--- src/rtl/bus_pkg.sv ---
// Shared definitions for the multiplexed address/data bus initiator.
// Holds the initiator FSM state type, bus constants and the latched request payload.
package bus_pkg;

  localparam int unsigned BUS_DATA_W          = 32;
  localparam int unsigned BUS_BE_W            = 4;
  localparam int unsigned BUS_BURST_W         = 8;
  localparam int unsigned BUS_TIMEOUT_CNT_W   = 16;
  localparam int unsigned BUS_TIMEOUT_DEFAULT = 255;

  localparam logic [BUS_BURST_W-1:0] BUS_BURST_SINGLE = 8'd0;

  typedef enum logic [2:0] {
    IDLE  = 3'd0,
    REQ   = 3'd1,
    BEGIN = 3'd2,
    DATA  = 3'd3,
    RESP  = 3'd4
  } bus_init_state_t;

  // Request captured at acceptance and held for the whole transaction
  typedef struct packed {
    logic                  write;
    logic [BUS_DATA_W-1:0] addr;
    logic [BUS_DATA_W-1:0] wdata;
    logic [BUS_BE_W-1:0]   be;
  } bus_req_t;

endpackage

--- src/rtl/bus_timeout_counter.sv ---
// DATA-phase watchdog for the bus initiator.
// Ports: clk, rst_n (async active-low), enable (count one stalled DATA cycle),
//        clear (restart from zero), expired (count has reached LIMIT).
module bus_timeout_counter
  import bus_pkg::*;
#(
  parameter int unsigned WIDTH = BUS_TIMEOUT_CNT_W,
  parameter int unsigned LIMIT = BUS_TIMEOUT_DEFAULT - 1
) (
  input  logic clk,
  input  logic rst_n,
  input  logic enable,
  input  logic clear,
  output logic expired
);

  logic [WIDTH-1:0] count;

  // Saturates at LIMIT so a lingering enable cannot wrap the count
  always_ff @(posedge clk or negedge rst_n) begin
    if (!rst_n) begin
      count <= '0;
    end else if (clear) begin
      count <= '0;
    end else if (enable && !expired) begin
      count <= count + WIDTH'(1);
    end
  end

  assign expired = (count == WIDTH'(LIMIT));

endmodule

--- src/rtl/bus_initiator.sv ---
// Single-beat initiator for the shared multiplexed address/data bus.
// Accepts one local read/write request, arbitrates, issues the address phase,
// then drives write data or collects read data and returns a one-cycle response.
// Ports: req_* local request side, resp_* response strobe, bus_* shared bus side.
// All bus and response outputs decode only the state register and latched data.
// Optional DATA-phase timeout: define BUS_INITIATOR_TIMEOUT_EN.
module bus_initiator
  import bus_pkg::*;
#(
  parameter int unsigned TIMEOUT_CYCLES = BUS_TIMEOUT_DEFAULT
) (
  input  logic                   clk,
  input  logic                   rst_n,
  input  logic                   req_valid_i,
  output logic                   req_ready_o,
  input  logic                   req_write_i,
  input  logic [BUS_DATA_W-1:0]  req_addr_i,
  input  logic [BUS_DATA_W-1:0]  req_wdata_i,
  input  logic [BUS_BE_W-1:0]    req_be_i,
  output logic                   resp_valid_o,
  output logic [BUS_DATA_W-1:0]  resp_rdata_o,
  output logic                   resp_error_o,
  output logic                   bus_request_o,
  input  logic                   bus_grant_i,
  output logic [BUS_DATA_W-1:0]  bus_addrData_o,
  output logic [BUS_BE_W-1:0]    bus_byteEnables_o,
  output logic [BUS_BURST_W-1:0] bus_burstSize_o,
  output logic                   bus_readNWrite_o,
  output logic                   bus_beginTransaction_o,
  output logic                   bus_endTransaction_o,
  output logic                   bus_dataValid_o,
  input  logic [BUS_DATA_W-1:0]  bus_addrData_i,
  input  logic                   bus_endTransaction_i,
  input  logic                   bus_dataValid_i,
  input  logic                   bus_busy_i,
  input  logic                   bus_error_i
);

  bus_init_state_t       state, state_nxt;
  bus_req_t              req_q;
  logic [BUS_DATA_W-1:0] rdata_q;
  logic                  error_q;
  logic                  done_c;
  logic                  expired;

  // A stalled end (busy high) does not complete the beat
  assign done_c = bus_endTransaction_i && !bus_busy_i;

`ifdef BUS_INITIATOR_TIMEOUT_EN
  // Cleared in BEGIN so the count is zero on the first DATA cycle
  bus_timeout_counter #(
    .WIDTH (BUS_TIMEOUT_CNT_W),
    .LIMIT (TIMEOUT_CYCLES - 1)
  ) u_timeout (
    .clk     (clk),
    .rst_n   (rst_n),
    .enable  ((state == DATA) && !done_c),
    .clear   (state == BEGIN),
    .expired (expired)
  );
`else
  // Without the watchdog DATA waits indefinitely; the parameter has no effect
  assign expired = 1'b0 & (TIMEOUT_CYCLES != 0);
`endif

  // State register
  always_ff @(posedge clk or negedge rst_n) begin
    if (!rst_n) begin
      state <= IDLE;
    end else begin
      state <= state_nxt;
    end
  end

  // Next state and state-decoded outputs
  always_comb begin
    state_nxt              = state;
    req_ready_o            = 1'b0;
    resp_valid_o           = 1'b0;
    resp_rdata_o           = '0;
    resp_error_o           = 1'b0;
    bus_request_o          = 1'b0;
    bus_addrData_o         = '0;
    bus_byteEnables_o      = '0;
    bus_burstSize_o        = BUS_BURST_SINGLE;
    bus_readNWrite_o       = 1'b1;
    bus_beginTransaction_o = 1'b0;
    bus_endTransaction_o   = 1'b0;
    bus_dataValid_o        = 1'b0;
    unique case (state)
      IDLE: begin
        req_ready_o = 1'b1;
        if (req_valid_i) state_nxt = REQ;
      end
      REQ: begin
        bus_request_o = 1'b1;
        if (bus_grant_i) state_nxt = BEGIN;
      end
      BEGIN: begin
        bus_request_o          = 1'b1;
        bus_beginTransaction_o = 1'b1;
        bus_addrData_o         = req_q.addr;
        bus_byteEnables_o      = req_q.be;
        bus_readNWrite_o       = ~req_q.write;
        state_nxt              = DATA;
      end
      DATA: begin
        bus_request_o     = 1'b1;
        bus_byteEnables_o = req_q.be;
        bus_readNWrite_o  = ~req_q.write;
        if (req_q.write) begin
          bus_addrData_o       = req_q.wdata;
          bus_dataValid_o      = 1'b1;
          bus_endTransaction_o = 1'b1;
        end
        if (done_c || expired) state_nxt = RESP;
      end
      RESP: begin
        resp_valid_o = 1'b1;
        resp_rdata_o = rdata_q;
        resp_error_o = error_q;
        state_nxt    = IDLE;
      end
      default: state_nxt = IDLE;
    endcase
  end

  // Request latch and response capture; completion takes priority over expiry
  always_ff @(posedge clk or negedge rst_n) begin
    if (!rst_n) begin
      req_q   <= '0;
      rdata_q <= '0;
      error_q <= 1'b0;
    end else begin
      if (state == IDLE && req_valid_i) begin
        req_q <= '{write: req_write_i, addr: req_addr_i, wdata: req_wdata_i, be: req_be_i};
      end
      if (state == DATA) begin
        if (done_c) begin
          // A read that ends without valid data is reported as an error
          error_q <= bus_error_i || (!req_q.write && !bus_dataValid_i);
          rdata_q <= (!req_q.write && !bus_error_i && bus_dataValid_i) ? bus_addrData_i : '0;
        end else if (expired) begin
          error_q <= 1'b1;
          rdata_q <= '0;
        end
      end
    end
  end

endmodule

--- config.mk ---
export PLATFORM = sky130hd
export DESIGN_NAME = bus_initiator
export DESIGN_NICKNAME = d
export VERILOG_FILES = /design/src/rtl/bus_pkg.sv /design/src/rtl/bus_timeout_counter.sv /design/src/rtl/bus_initiator.sv
export SDC_FILE = /design/constraint.sdc
export NUM_CORES = 1
export LEC_CHECK = 0
export CAP_MARGIN = 10
export CORE_AREA = 2 2 110 112
export DETAILED_ROUTE_END_ITERATION = 6
export DIE_AREA = 0 0 112 114
export PLACE_DENSITY = 0.76
export SETUP_SLACK_MARGIN = 0.4
export SYNTH_ARGS = -nofsm -noshare
export SYNTH_HDL_FRONTEND = slang
export SYNTH_SLANG_ARGS = --single-unit
--- constraint.sdc ---
create_clock -name clk -period 2 [get_ports clk]
set_clock_uncertainty 0.15 [all_clocks]
set_input_delay 0.4 -clock clk [delete_from_list [all_inputs] [get_ports clk]]
set_output_delay 0.4 -clock clk [all_outputs]
set_load 0.1 [all_outputs]
==> results.json, run 1 <==
{
  "globalRouteOverflowTotal": 0,
  "status": "finished, violations left",
  "grt_pass1_wl_mm": 25.85,
  "hpwl_mm": 9.608,
  "syn_avg_cell_area_um2": 12.32,
  "p_leak_uw": 0.004293,
  "power.total_uw": 16370,
  "crit_end": "bus_addrData_o[20]",
  "mostFrequentLayoutCell": "clkdlybuf4s50_1",
  "required_ns": 1.45,
  "rsz0062_at_grt": "yes",
  "reg2reg_depth": 9,
  "mostFrequentLayoutCells": "clkdlybuf4s50_1 (107), dfrtp_1 (103), buf_12 (98), mux2_4 (70), and3_4 (34)",
  "wl_mm": 17.90,
  "yosys_warnings": 0,
  "via_per_inst": 5.235,
  "routedWlPerCell_um": 22.71,
  "holdWs_ns": 0.3731,
  "synthTopCellsByArea": "dfrtp_1 (53%), mux2_2 (14%), mux2i_1 (6.5%)",
  "grt_pass1_vias": 4501,
  "remaining_drc_errors": 0,
  "antenna_left": 0,
  "critical_path_peak_fanout": 14,
  "clkSinkCount": 105,
  "max_freq_ghz": 0.4298,
  "dieArea_um2": 12770,
  "slew_violations": 0,
  "power_density_nw_per_um2": 1661,
  "clk_latency_ns": 0.34,
  "via_count": 4125,
  "timing.rr.start": "state[2]$_DFFE_PN0P_",
  "start_util": 0.4228,
  "grt_usage": 0.2665,
  "cp-end-kind": "output pin",
  "syn_area_um2": 4951,
  "crit_start": "state[2]$_DFFE_PN0P_",
  "pwr-share-comb": 0.640,
  "io_pins": 193,
  "clkPwrFrac": 0.112,
  "seqPwrFrac": 0.247,
  "numCtsBuffers": 9,
  "finish.utilization": 0.8415,
  "cts_tree": "yes",
  "port_buffers": 184,
  "num-nets-final": 746,
  "hold_violations": 0,
  "cp_common_cell": "buf_12",
  "maxCapViolCount": 0,
  "die_x_um": 112,
  "hold_class": "register to register",
  "arrival_ns": 1.78,
  "layout-drive-gt1-share": 0.4945,
  "finalCritPeriodShare": 1.163,
  "ys_seq_elements": 105,
  "core_area_um2": 11710,
  "synth_top_cell_by_area": "dfrtp_1",
  "max_stage_delay_ns": 0.39,
  "postSynthCellCount": 402,
  "cp.depth": 5,
  "synth.distinct_cells": 28,
  "multiInputGateArea_um2": 2701,
  "max-vdd-ir-drop_mv": 1.567,
  "synth-seq-area-share": 0.5307,
  "antenna_found_initial": 0,
  "synth_top_cell_area_share": 0.5307,
  "critPathKind": "register to output pin",
  "worstReg2RegEnd": "req_q[15]$_DFFE_PN0P_",
  "crit_buf_inv": 2,
  "timing.final.ws_setup_ns": -0.3266,
  "p_switching_uw": 7088,
  "sw_frac_of_total": 0.4330,
  "clockRootBuffer": "clkbuf_16",
  "gp_congestion": 0.7722,
  "nFillCells": 585,
  "grt_max_degree": 44,
  "clk_pin_slew_ns": 0.06,
  "first_iter_violations": 160,
  "htreeDepth": 3,
  "crit_chain": "and2b_2, and3_4, buf_12, a22o_4, buf_12",
  "area.growth.synth_to_final_pct": 99.04,
  "setup.worst_path.start_class": "register",
  "intPower_uw": 9283,
  "ff_latch_area_um2": 2630,
  "violations": "setup timing",
  "cts_buffer_depth": 2,
  "crit_family": "simple AND/OR/NAND/NOR gates",
  "cp_slowest_cell": "dfrtp_1",
  "fp.dieH_um": 114,
  "diodes": 0,
  "fin_crit_ns": 2.327,
  "num_rows": 40,
  "rrSetupSlack_ns": -0.21,
  "final-setup-viol-count": 145,
  "drt_first_pass_iters": 5
}
==> how the worst min path moves through the flow <==
stage | depth (start not counted) | start | end
4_1_cts | 1 | req_q[0]$_DFFE_PN0P_ | req_q[0]$_DFFE_PN0P_
3_5_place_dp | 1 | rst_n | req_q[26]$_DFFE_PN0P_
2_1_floorplan | 0 | rst_n | error_q$_DFFE_PN0P_
6_report | 2 | rdata_q[0]$_DFFE_PN0P_ | rdata_q[0]$_DFFE_PN0P_
5_1_grt | 1 | req_q[0]$_DFFE_PN0P_ | req_q[0]$_DFFE_PN0P_
3_3_place_gp | 1 | rst_n | req_q[58]$_DFFE_PN0P_
==> state kept, by name, summed over array words and instances (netlist names) <==
register,flops
error_q,1
rdata_q,32
req_q,69
state,3
==> through the flow <==
step           setup slack [ns]  cells  cell area [µm²]  TNS (ns)
2_1_floorplan           -0.4477    409             5559    -29.14
3_3_place_gp            0.06871    721             8272         0
3_5_place_dp            0.06249    721             8272         0
4_1_cts                 -0.3081    780             9458    -27.38
5_1_grt                 -0.3689    788             9854    -37.26
6_report                -0.3266    788             9854    -31.94
==> synthesized netlist by cell type <==
library cell and count:
a211oi_1 1, a21oi_1 1, a22o_1 32, and2_1 5
and2_4 1, and2b_1 1, and3_1 34, and4b_1 1
buf_12 2, buf_2 9, buf_4 15, buf_6 5
clkbuf_1 9, conb_1 1, dfrtp_1 105, inv_1 33
mux2_2 60, mux2_4 10, mux2i_1 32, nand2_1 34
nand3b_1 3, nor2_1 2, nor2b_1 1, nor3_1 1
nor3_2 1, nor3b_1 1, o21ai_0 1, o21bai_1 1
==> per-layer routing <==
| metal | vias to the layer above | routed length, µm | track usage |
|---|---|---|---|
| met1 | 2063 | 6832 | 0.3043 |
| met5 | - | 0 | 0 |
| li1 | 1843 | - | - |
| met2 | 184 | 9193 | 0.4788 |
| met4 | 0 | 402 | 0.08537 |
| met3 | 35 | 1470 | 0.08395 |
==> cell type report <==
type / count / share of cell area
tap: 147 / 0.01866
clock inverter: 2 / 0.003809
clock buffer: 13 / 0.02641
timing repair buffer: 256 / 0.3975
multi-input combinational: 232 / 0.2741
inverter: 33 / 0.01257
sequential: 105 / 0.2669
==> timing repair <==
action                     in CTS  in global routing
hold buffers                    1                  0
gates resized for setup        39                 78
hold endpoints to repair       30                  0
setup buffers                  24                  7
setup endpoints to repair     178                178
cloned                         19                  1
pin swaps                      17                  5
==> cell families after synthesis <==
| kind of cell | after synthesis | synth area share |
|---|---|---|
| AO/OA/AOI/OAI | 36 | 0.06166 |
| buffers and inverters | 73 | 0.08314 |
| flip-flops | 105 | 0.5307 |
| multiplexers | 102 | 0.2315 |
| other | 1 | 0.0007574 |
| AND/OR/NAND/NOR | 85 | 0.09224 |
==> power by group through the flow <==
stage / Combinational [µW] / Clock (µW) / Sequential [µW]
CTS: 9710 / 1830 / 3940
detailed placement: 8490 / 0 / 3960
finish: 10500 / 1840 / 4050
global route: 10800 / 1940 / 4150
floorplan: 5960 / 0 / 3770
global placement: 8360 / 0 / 3860
==> worst register-to-register path: cells and delay by family, from the launching register on <==
kind,cells,cell delay (ns)
buf+inv,6,0.73
flops,1,0.39
mux,1,0.31
simple gates,2,0.51
(Power assumes the default switching activity.)
==> run 2: changes to the inputs <==
Settings changed: SKIP_CTS_REPAIR_TIMING set to 1.
==> run 2 against run 1 <==
  * The flow still finishes with violations (setup timing)
  * Via count fell by 5.0%
  * Die area did not move
  * Critical path depth did not move
  * First-iteration DRC count fell by 18%
  * Sequential power fell by 2%
  * Core utilization fell by 6.9 points
  * Setup slack improved by 0.0068 ns
  * Critical path type unchanged
  * Highest routed layer unchanged
==> results.json, run 2 (synthesized netlist as in run 1, its figures left out) <==
{
  "final-setup-viol-count": 79,
  "crit_chain": "and2b_2, nor2b_4, buf_12, a22o_4, buf_12",
  "clk_latency_ns": 0.34,
  "fin_crit_ns": 2.320,
  "finish.utilization": 0.7724,
  "arrival_ns": 1.77,
  "drt_first_pass_iters": 4,
  "remaining_drc_errors": 0,
  "die_x_um": 112,
  "setup.worst_path.start_class": "register",
  "grt_pass1_vias": 4056,
  "status": "finished, violations left",
  "cp_common_cell": "buf_12",
  "cp-end-kind": "output pin",
  "routedWlPerCell_um": 20.25,
  "largest_register_ffs": 69,
  "hpwl_mm": 9.608,
  "gp_congestion": 0.7722,
  "fin_setup_tns_ns": -19.58,
  "maxCapViolCount": 0,
  "grt_max_degree": 44,
  "hold_violations": 0,
  "holdWs_ns": 0.3664,
  "num-nets-final": 722,
  "numCtsBuffers": 9,
  "p_leak_uw": 0.003859,
  "first_iter_violations": 132,
  "num_rows": 40,
  "power_density_nw_per_um2": 1665,
  "clockRootBuffer": "clkbuf_16",
  "final_cell_area_um2": 9046,
  "max_freq_ghz": 0.4311,
  "cts_buffer_depth": 2,
  "required_ns": 1.45,
  "core_area_um2": 11710,
  "clk_pin_slew_ns": 0.07,
  "critical_path_peak_fanout": 27,
  "grt_usage": 0.2120,
  "layout-drive-gt1-share": 0.4716,
  "wl_mm": 15.47,
  "io_pins": 193,
  "cts_tree": "yes",
  "critPathKind": "register to output pin",
  "rsz0062_at_grt": "yes",
  "reg.largest.list": "req_q: 69 flops, rdata_q: 32 flops, state: 3 flops",
  "globalRouteOverflowTotal": 0,
  "mostFrequentLayoutCells": "clkdlybuf4s50_1 (107), dfrtp_1 (103), buf_12 (87), mux2_2 (60), and3_4 (34)",
  "regMostFlops": "req_q",
  "via_per_inst": 5.127,
  "fp.dieH_um": 114,
  "htreeDepth": 3,
  "violations": "setup timing",
  "finalCritPeriodShare": 1.160,
  "dieArea_um2": 12770,
  "grt_pass1_wl_mm": 21.29,
  "diodes": 0,
  "placed_area_um2": 8272,
  "antenna_left": 0,
  "area.growth.synth_to_final_pct": 82.71,
  "max_stage_delay_ns": 0.41,
  "hold_class": "register to register",
  "mostFrequentLayoutCell": "clkdlybuf4s50_1",
  "max-vdd-ir-drop_mv": 1.355,
  "via_count": 3917,
  "start_util": 0.4228,
  "dp_worst_setup_slack_ns": 0.06249,
  "antenna_found_initial": 0,
  "port_buffers": 184,
  "slew_violations": 0,
  "clkSinkCount": 105,
  "timing.final.ws_setup_ns": -0.3197,
  "cp_slowest_cell": "dfrtp_2"
}
==> run 2: per-stage QoR <==
step	total power [µW]	std cells
floorplan	9730	409
global placement	12220	721
detailed placement	12450	721
CTS	14280	736
global route	15590	764
finish	15060	764
==> run 2: worst paths after layout <==
kind,end,slack (ns),from,cells past startpoint
worst max register to register,req_q[54]$_DFFE_PN0P_,0,state[0]$_DFFE_PN0P_,6
worst max-delay path,bus_addrData_o[6],-0.32,state[1]$_DFFE_PN0P_,5
worst min register to register,req_q[0]$_DFFE_PN0P_,0.37,req_q[0]$_DFFE_PN0P_,1
min in group asynchronous,req_q[26]$_DFFE_PN0P_,0.40,rst_n,2
worst min-delay path,req_q[0]$_DFFE_PN0P_,0.37,req_q[0]$_DFFE_PN0P_,1
max in group asynchronous,state[0]$_DFFE_PN0P_,0.69,rst_n,3
==> run 2: where the power goes <==
part	total, µW	switching, µW	internal, µW
combinational	9280	5110	4170
clock	1810	778	1030
sequential	3970	781	3190
==> run 2: layer usage <==
| metal | wire length, µm | GRT usage | vias to the layer above | part of all wire |
|---|---|---|---|---|
| met5 | 0 | 0 | - | 0 |
| met4 | 259 | 0.06911 | 0 | 0.017 |
| met3 | 1160 | 0.07705 | 18 | 0.075 |
| met2 | 7828 | 0.3475 | 149 | 0.51 |
| met1 | 6223 | 0.2633 | 1968 | 0.40 |
| li1 | - | - | 1782 | - |
==> run 2: cell type report <==
type                    instances  area (µm²)
multi-input cells             232        2457
flip-flops and latches        105        2630
clock buffers                  13       260.3
repair buffers                232        3353
inverters                      33       123.9
clock inverters                 2       37.54
fillers                       704        2665
well taps                     147       183.9
==> run 2: critical path: cells and delay by family, from the launching register on <==
kind	cells	cell delay (ns)
buffers and inverters	2	0.33
flip-flops	1	0.41
AND/OR/NAND/NOR	2	0.36
AO/OA/AOI/OAI	1	0.29
